`src/rtl/score_keeper.sv`:
```
// Pinball score keeper: collapses per-pixel collisions into per-frame events and
// tracks a saturating BCD score, remaining lives and the game-over state.
module score_keeper #(
    parameter int INIT_LIVES = 3,
    parameter int HIT_POINTS = 1
) (
    input  logic       clk,
    input  logic       reset,
    input  logic       startOfFrame,
    input  logic       collisionSmileyFlipper,
    input  logic       collisionSmileyBottom,
    input  logic       restart,
    output logic [3:0] scoreOnes,
    output logic [3:0] scoreTens,
    output logic [3:0] scoreHundreds,
    output logic [1:0] lives,
    output logic       gameOver,
    output logic       hitPulse
);

    localparam logic [0:0] PLAY      = 1'b0;
    localparam logic [0:0] GAME_OVER = 1'b1;

    localparam logic [4:0] HIT_INC    = 5'(HIT_POINTS);
    localparam logic [1:0] LIVES_INIT = 2'(INIT_LIVES);

    logic [0:0] state_q, state_d;
    logic [3:0] ones_q, ones_d;
    logic [3:0] tens_q, tens_d;
    logic [3:0] hund_q, hund_d;
    logic [1:0] lives_q, lives_d;
    logic       hitPulse_q, hitPulse_d;
    logic       flipHit_q, flipHit_d;
    logic       bottomHit_q, bottomHit_d;
    logic       prevFlip_q, prevFlip_d;
    logic       prevBottom_q, prevBottom_d;

    logic       scoredHit;
    logic       lifeLost;
    logic [4:0] onesSum;
    logic [4:0] tensSum;
    logic [4:0] hundSum;
    logic [3:0] onesAdd;
    logic [3:0] tensAdd;
    logic [3:0] hundAdd;
    logic       carryOnes;
    logic       carryTens;

    // Rising edge of the frame flag: a contact spanning several frames counts once.
    assign scoredHit = startOfFrame && flipHit_q && !prevFlip_q;
    assign lifeLost  = startOfFrame && bottomHit_q && !prevBottom_q;

    always_comb begin
        onesSum   = {1'b0, ones_q} + HIT_INC;
        carryOnes = (onesSum > 5'd9);
        onesAdd   = carryOnes ? 4'(onesSum - 5'd10) : onesSum[3:0];

        tensSum   = {1'b0, tens_q} + {4'd0, carryOnes};
        carryTens = (tensSum > 5'd9);
        tensAdd   = carryTens ? 4'd0 : tensSum[3:0];

        hundSum   = {1'b0, hund_q} + {4'd0, carryTens};
        hundAdd   = hundSum[3:0];

        // A carry out of the hundreds digit clamps the whole score at 999.
        if (hundSum > 5'd9) begin
            onesAdd = 4'd9;
            tensAdd = 4'd9;
            hundAdd = 4'd9;
        end
    end

    always_comb begin
        state_d      = state_q;
        ones_d       = ones_q;
        tens_d       = tens_q;
        hund_d       = hund_q;
        lives_d      = lives_q;
        hitPulse_d   = 1'b0;
        flipHit_d    = flipHit_q | collisionSmileyFlipper;
        bottomHit_d  = bottomHit_q | collisionSmileyBottom;
        prevFlip_d   = prevFlip_q;
        prevBottom_d = prevBottom_q;

        // A collision on the frame-start cycle already belongs to the new frame.
        if (startOfFrame) begin
            prevFlip_d   = flipHit_q;
            prevBottom_d = bottomHit_q;
            flipHit_d    = collisionSmileyFlipper;
            bottomHit_d  = collisionSmileyBottom;
        end

        if (state_q == PLAY) begin
            if (scoredHit) begin
                ones_d     = onesAdd;
                tens_d     = tensAdd;
                hund_d     = hundAdd;
                hitPulse_d = 1'b1;
            end
            if (lifeLost && (lives_q != 2'd0)) begin
                lives_d = lives_q - 2'd1;
                if (lives_q == 2'd1) begin
                    state_d = GAME_OVER;
                end
            end
        end

        if (restart) begin
            state_d      = PLAY;
            ones_d       = 4'd0;
            tens_d       = 4'd0;
            hund_d       = 4'd0;
            lives_d      = LIVES_INIT;
            hitPulse_d   = 1'b0;
            flipHit_d    = 1'b0;
            bottomHit_d  = 1'b0;
            prevFlip_d   = 1'b0;
            prevBottom_d = 1'b0;
        end
    end

    always_ff @(posedge clk) begin
        if (reset) begin
            state_q      <= PLAY;
            ones_q       <= 4'd0;
            tens_q       <= 4'd0;
            hund_q       <= 4'd0;
            lives_q      <= LIVES_INIT;
            hitPulse_q   <= 1'b0;
            flipHit_q    <= 1'b0;
            bottomHit_q  <= 1'b0;
            prevFlip_q   <= 1'b0;
            prevBottom_q <= 1'b0;
        end else begin
            state_q      <= state_d;
            ones_q       <= ones_d;
            tens_q       <= tens_d;
            hund_q       <= hund_d;
            lives_q      <= lives_d;
            hitPulse_q   <= hitPulse_d;
            flipHit_q    <= flipHit_d;
            bottomHit_q  <= bottomHit_d;
            prevFlip_q   <= prevFlip_d;
            prevBottom_q <= prevBottom_d;
        end
    end

    assign scoreOnes     = ones_q;
    assign scoreTens     = tens_q;
    assign scoreHundreds = hund_q;
    assign lives         = lives_q;
    assign gameOver      = (state_q == GAME_OVER);
    assign hitPulse      = hitPulse_q;

endmodule

```
`config.mk`:
```
export PLATFORM = sky130hd
export DESIGN_NAME = score_keeper
export DESIGN_NICKNAME = d
export VERILOG_FILES = /design/src/rtl/score_keeper.sv
export SDC_FILE = /design/constraint.sdc
export NUM_CORES = 1
export LEC_CHECK = 0
export CORE_MARGIN = 2
export CORE_UTILIZATION = 36
export CTS_BUF_LIST = sky130_fd_sc_hd__clkbuf_4
export CTS_CLUSTER_DIAMETER = 150
export DETAILED_ROUTE_END_ITERATION = 8
export GPL_TIMING_DRIVEN = 0
export SLEW_MARGIN = 20
export SYNTH_ARGS = -nofsm -noshare
export SYNTH_HDL_FRONTEND = slang
export SYNTH_SLANG_ARGS = --single-unit
```
`constraint.sdc`:
```
create_clock -name clk -period 5.5 [get_ports clk]
set_clock_uncertainty 0.05 [all_clocks]
set_input_delay 1.1 -clock clk [delete_from_list [all_inputs] [get_ports clk]]
set_output_delay 1.1 -clock clk [all_outputs]
set_load 0.02 [all_outputs]
```
==> qor.yml <==
run_status:
  status: "finished clean"
flow_run:
  cap_violations: 0
power:
  p_leak_nw: 0.554
  swShare: 0.200
  pwr-share-seq: 0.516
  switchingPower_w: 0.0000575
  p_comb_frac: 0.071
  power_density_mw_per_mm2: 190
  internal-power_w: 0.000229
  power.clock.fraction: 0.413
  vdd_drop_max_uv: 94.3
layout:
  final-seq-area_um2: 400
  finalInstanceArea_mm2: 0.00151
  layout-drive-gt1-share: 0.0760
  fillers: 322
  num_antenna_cells: 0
  nets: 187
  multiInputGateArea_um2: 716
  final_cells: 215
  utilization: 0.485
  syn_to_final_growth_pct: 26.7
min_path:
  hold_path_end: "prevBottom_q$_SDFFE_PP0P_"
  hold_start: "prevBottom_q$_SDFFE_PP0P_"
  hold_depth: 2
  min_path_type: "reg -> reg"
sta:
  rsz0062_at_grt: "no"
  finalSetupViolations: 0
  max-slew-margin-rel: 0.526
  worst_pin_slew_ps: 709
  max_freq_ghz: 0.205
  hold_violations: 0
  setup_tns_ps: 0
  min_period_ps: 4880
  finalMaxSlewViolations: 0
  timing.final.crit_share: 0.887
global_route:
  grt_use_total: 0.162
  overflow: 0
  grt_max_degree: 13
  grt_pass1_vias: 1046
  grt_pass1_wl_mm: 4.54
  grt_antenna_before_repair: 0
synth:
  yosys.area.top_type: "dfxtp_1"
  syn_inst: 146
  avgSynthCellArea_um2: 8.14
  yosysUniqueCellTypes: 39
  synth.top_cells.by_area: "dfxtp_1, ha_1, nor2_1"
  synth-async-reset-ratio: 0
  synth_area_mm2: 0.00119
  yosysWarnings: 0
  synth-seq-cells: 20
  ys_seq_area_frac: 0.337
  synth_edf_count: 0
  synthFlopType: "dfxtp_1"
  syn-num-nets: 161
  yosysTopAreaCellShare: 0.337
floorplanning:
  die_area_mm2: 0.00378
  ios: 22
  core_area_mm2: 0.00310
  start_util: 0.383
  die_h_um: 61.5
  row_count: 20
  dieWidth_um: 61.5
detailed_routing:
  via_per_inst: 5.25
  vias: 1129
  detail-route-antenna-nets: 0
  drcViolationCount: 0
  wire_per_inst_um: 12.8
  drt_iter0_markers: 64
  wl_mm: 2.76
  dr.pass1.iters: 4
placement:
  hpwlAfterDp_mm: 2.03
  portBuffers: 21
  gp_congestion: 0.821
  placed_cells: 211
  place_area_mm2: 0.00145
clock_network:
  path_clk_slew_ps: 120
  htreeDepth: 1
  cts_root_buf: "clkbuf_4"
  cts_setup_buffers: 0
  hold_buffers: 0
  clk_path_buf_depth: 2
  clock_sinks: 20
  ctsResizeCount: 0
  clk_latency_ps: 300
  tritoncts: "done"
  cts_inserted_buffers: 3
setup_path:
  worstPathMaxFanout: 9
  critPathLaunchType: "flip-flop"
  path_class: "reg -> reg"
  crit_arrival_ps: 5060
  rrSetupSlack_ps: 620
  end_kind: "flip-flop"
  rr_worst_depth: 18
  reg2reg_from: "scoreOnes[0]$_SDFFE_PP0P_"
  crit_required_ps: 5690
  r2r-end: "scoreTens[1]$_SDFFE_PP0P_"
power by group through the flow:
stage	clock network [W]	registers, W	logic (W)
2_1_floorplan	0	0.000152	0.0000104
3_3_place_gp	0	0.000151	0.0000199
3_5_place_dp	0	0.000151	0.0000203
4_1_cts	0.000122	0.000148	0.0000205
5_1_grt	0.000128	0.000149	0.0000222
6_report	0.000119	0.000148	0.0000202
worst max path at each step:
stage	to	cells past startpoint	start	slack, ps
4_1_cts	scoreOnes[2]$_SDFFE_PP0P_	18	scoreOnes[0]$_SDFFE_PP0P_	640
5_1_grt	scoreOnes[2]$_SDFFE_PP0P_	19	scoreOnes[0]$_SDFFE_PP0P_	190
3_5_place_dp	scoreOnes[2]$_SDFFE_PP0P_	18	scoreOnes[0]$_SDFFE_PP0P_	670
6_report	scoreTens[1]$_SDFFE_PP0P_	18	scoreOnes[0]$_SDFFE_PP0P_	620
3_3_place_gp	scoreTens[1]$_SDFFE_PP0P_	18	scoreOnes[0]$_SDFFE_PP0P_	750
2_1_floorplan	scoreTens[1]$_SDFFE_PP0P_	18	scoreOnes[0]$_SDFFE_PP0P_	1120
metal layers:
metal  part of all wire  global-route usage
met5                  0                   0
met4             0.0047              0.0456
met3              0.039              0.0168
met2               0.50               0.310
met1               0.46               0.190
final cells by class:
cell class                      count  share of cell area
Tap cell                           44              0.0365
Multi-Input combinational cell    108               0.475
Clock buffer                        3              0.0150
Inverter                           14              0.0349
Buffer                              4              0.0133
Clock inverter                      1              0.0199
Timing Repair Buffer               21               0.140
Sequential cell                    20               0.266
kinds of logic after synthesis:
group                      Yosys count  synth area share
buffers and inverters               18            0.0611
muxes                                2            0.0168
xor gates and xnor gates             3            0.0221
adders and majority gates            9            0.0947
DFF                                 20             0.337
and+or+nand+nor                     57             0.244
AOI/OAI and AO/OA                   37             0.224
cells in the final DEF, fill, tap and decap left out, types with 2 or more instances in the layout:
cell	netlist	layout
xnor2_1	3	3
clkbuf_4	0	3
clkdlybuf4s50_1	0	21
or3_1	4	4
mux2i_1	2	2
ha_1	9	9
nor3_1	4	4
clkbuf_1	2	2
dfxtp_1	20	20
nand3_1	4	4
a211oi_1	3	3
nor2_1	18	18
o31ai_1	2	2
a2111oi_0	3	3
and2_1	2	2
nand2_1	12	12
a21oi_1	10	10
o21ai_0	7	7
nand2b_1	7	7
inv_1	13	13
per-stage QoR:
| stage | hold slack [ps] | total power [W] | worst slack [ps] |
|---|---|---|---|
| 5_1_grt | 510 | 0.000299 | 194 |
| 2_1_floorplan | 403 | 0.000162 | 1120 |
| 6_report | 471 | 0.000287 | 621 |
| 4_1_cts | 476 | 0.000291 | 639 |
| 3_3_place_gp | 420 | 0.000171 | 751 |
| 3_5_place_dp | 446 | 0.000172 | 666 |
critical path, stage by stage (launching register included):
cell and delay (ps):
dfxtp_1 530, ha_1 360, nand2b_1 100, and2_1 160, ha_1 170, nand2b_1 80, a2111oi_0 80, or3_1 430
ha_1 240, ha_1 340, o211ai_1 100, a222oi_1 610, ha_1 320, ha_1 270, nor2_1 100, nor2_1 50
o221a_2 330, or3_1 370, a21oi_1 140
sequential cells by signal, indices dropped and copies added (netlist names):
name,flops
flipHit_q,1
scoreOnes,4
scoreTens,4
prevFlip_q,1
lives,2
scoreHundreds,4
bottomHit_q,1
hitPulse,1
prevBottom_q,1
gameOver,1
cells in the mapped netlist (2+ instances only):
| cell type | count |
|---|---|
| mux2i_1 | 2 |
| a2111oi_0 | 3 |
| nand2_1 | 12 |
| a211oi_1 | 3 |
| or3_1 | 4 |
| clkbuf_1 | 2 |
| ha_1 | 9 |
| o31ai_1 | 2 |
| o21ai_0 | 7 |
| and2_1 | 2 |
| inv_1 | 13 |
| a21oi_1 | 10 |
| nor3_1 | 4 |
| xnor2_1 | 3 |
| nor2_1 | 18 |
| nand3_1 | 4 |
| nand2b_1 | 7 |
| dfxtp_1 | 20 |
Note: power is estimated with default switching activity, not from simulation.
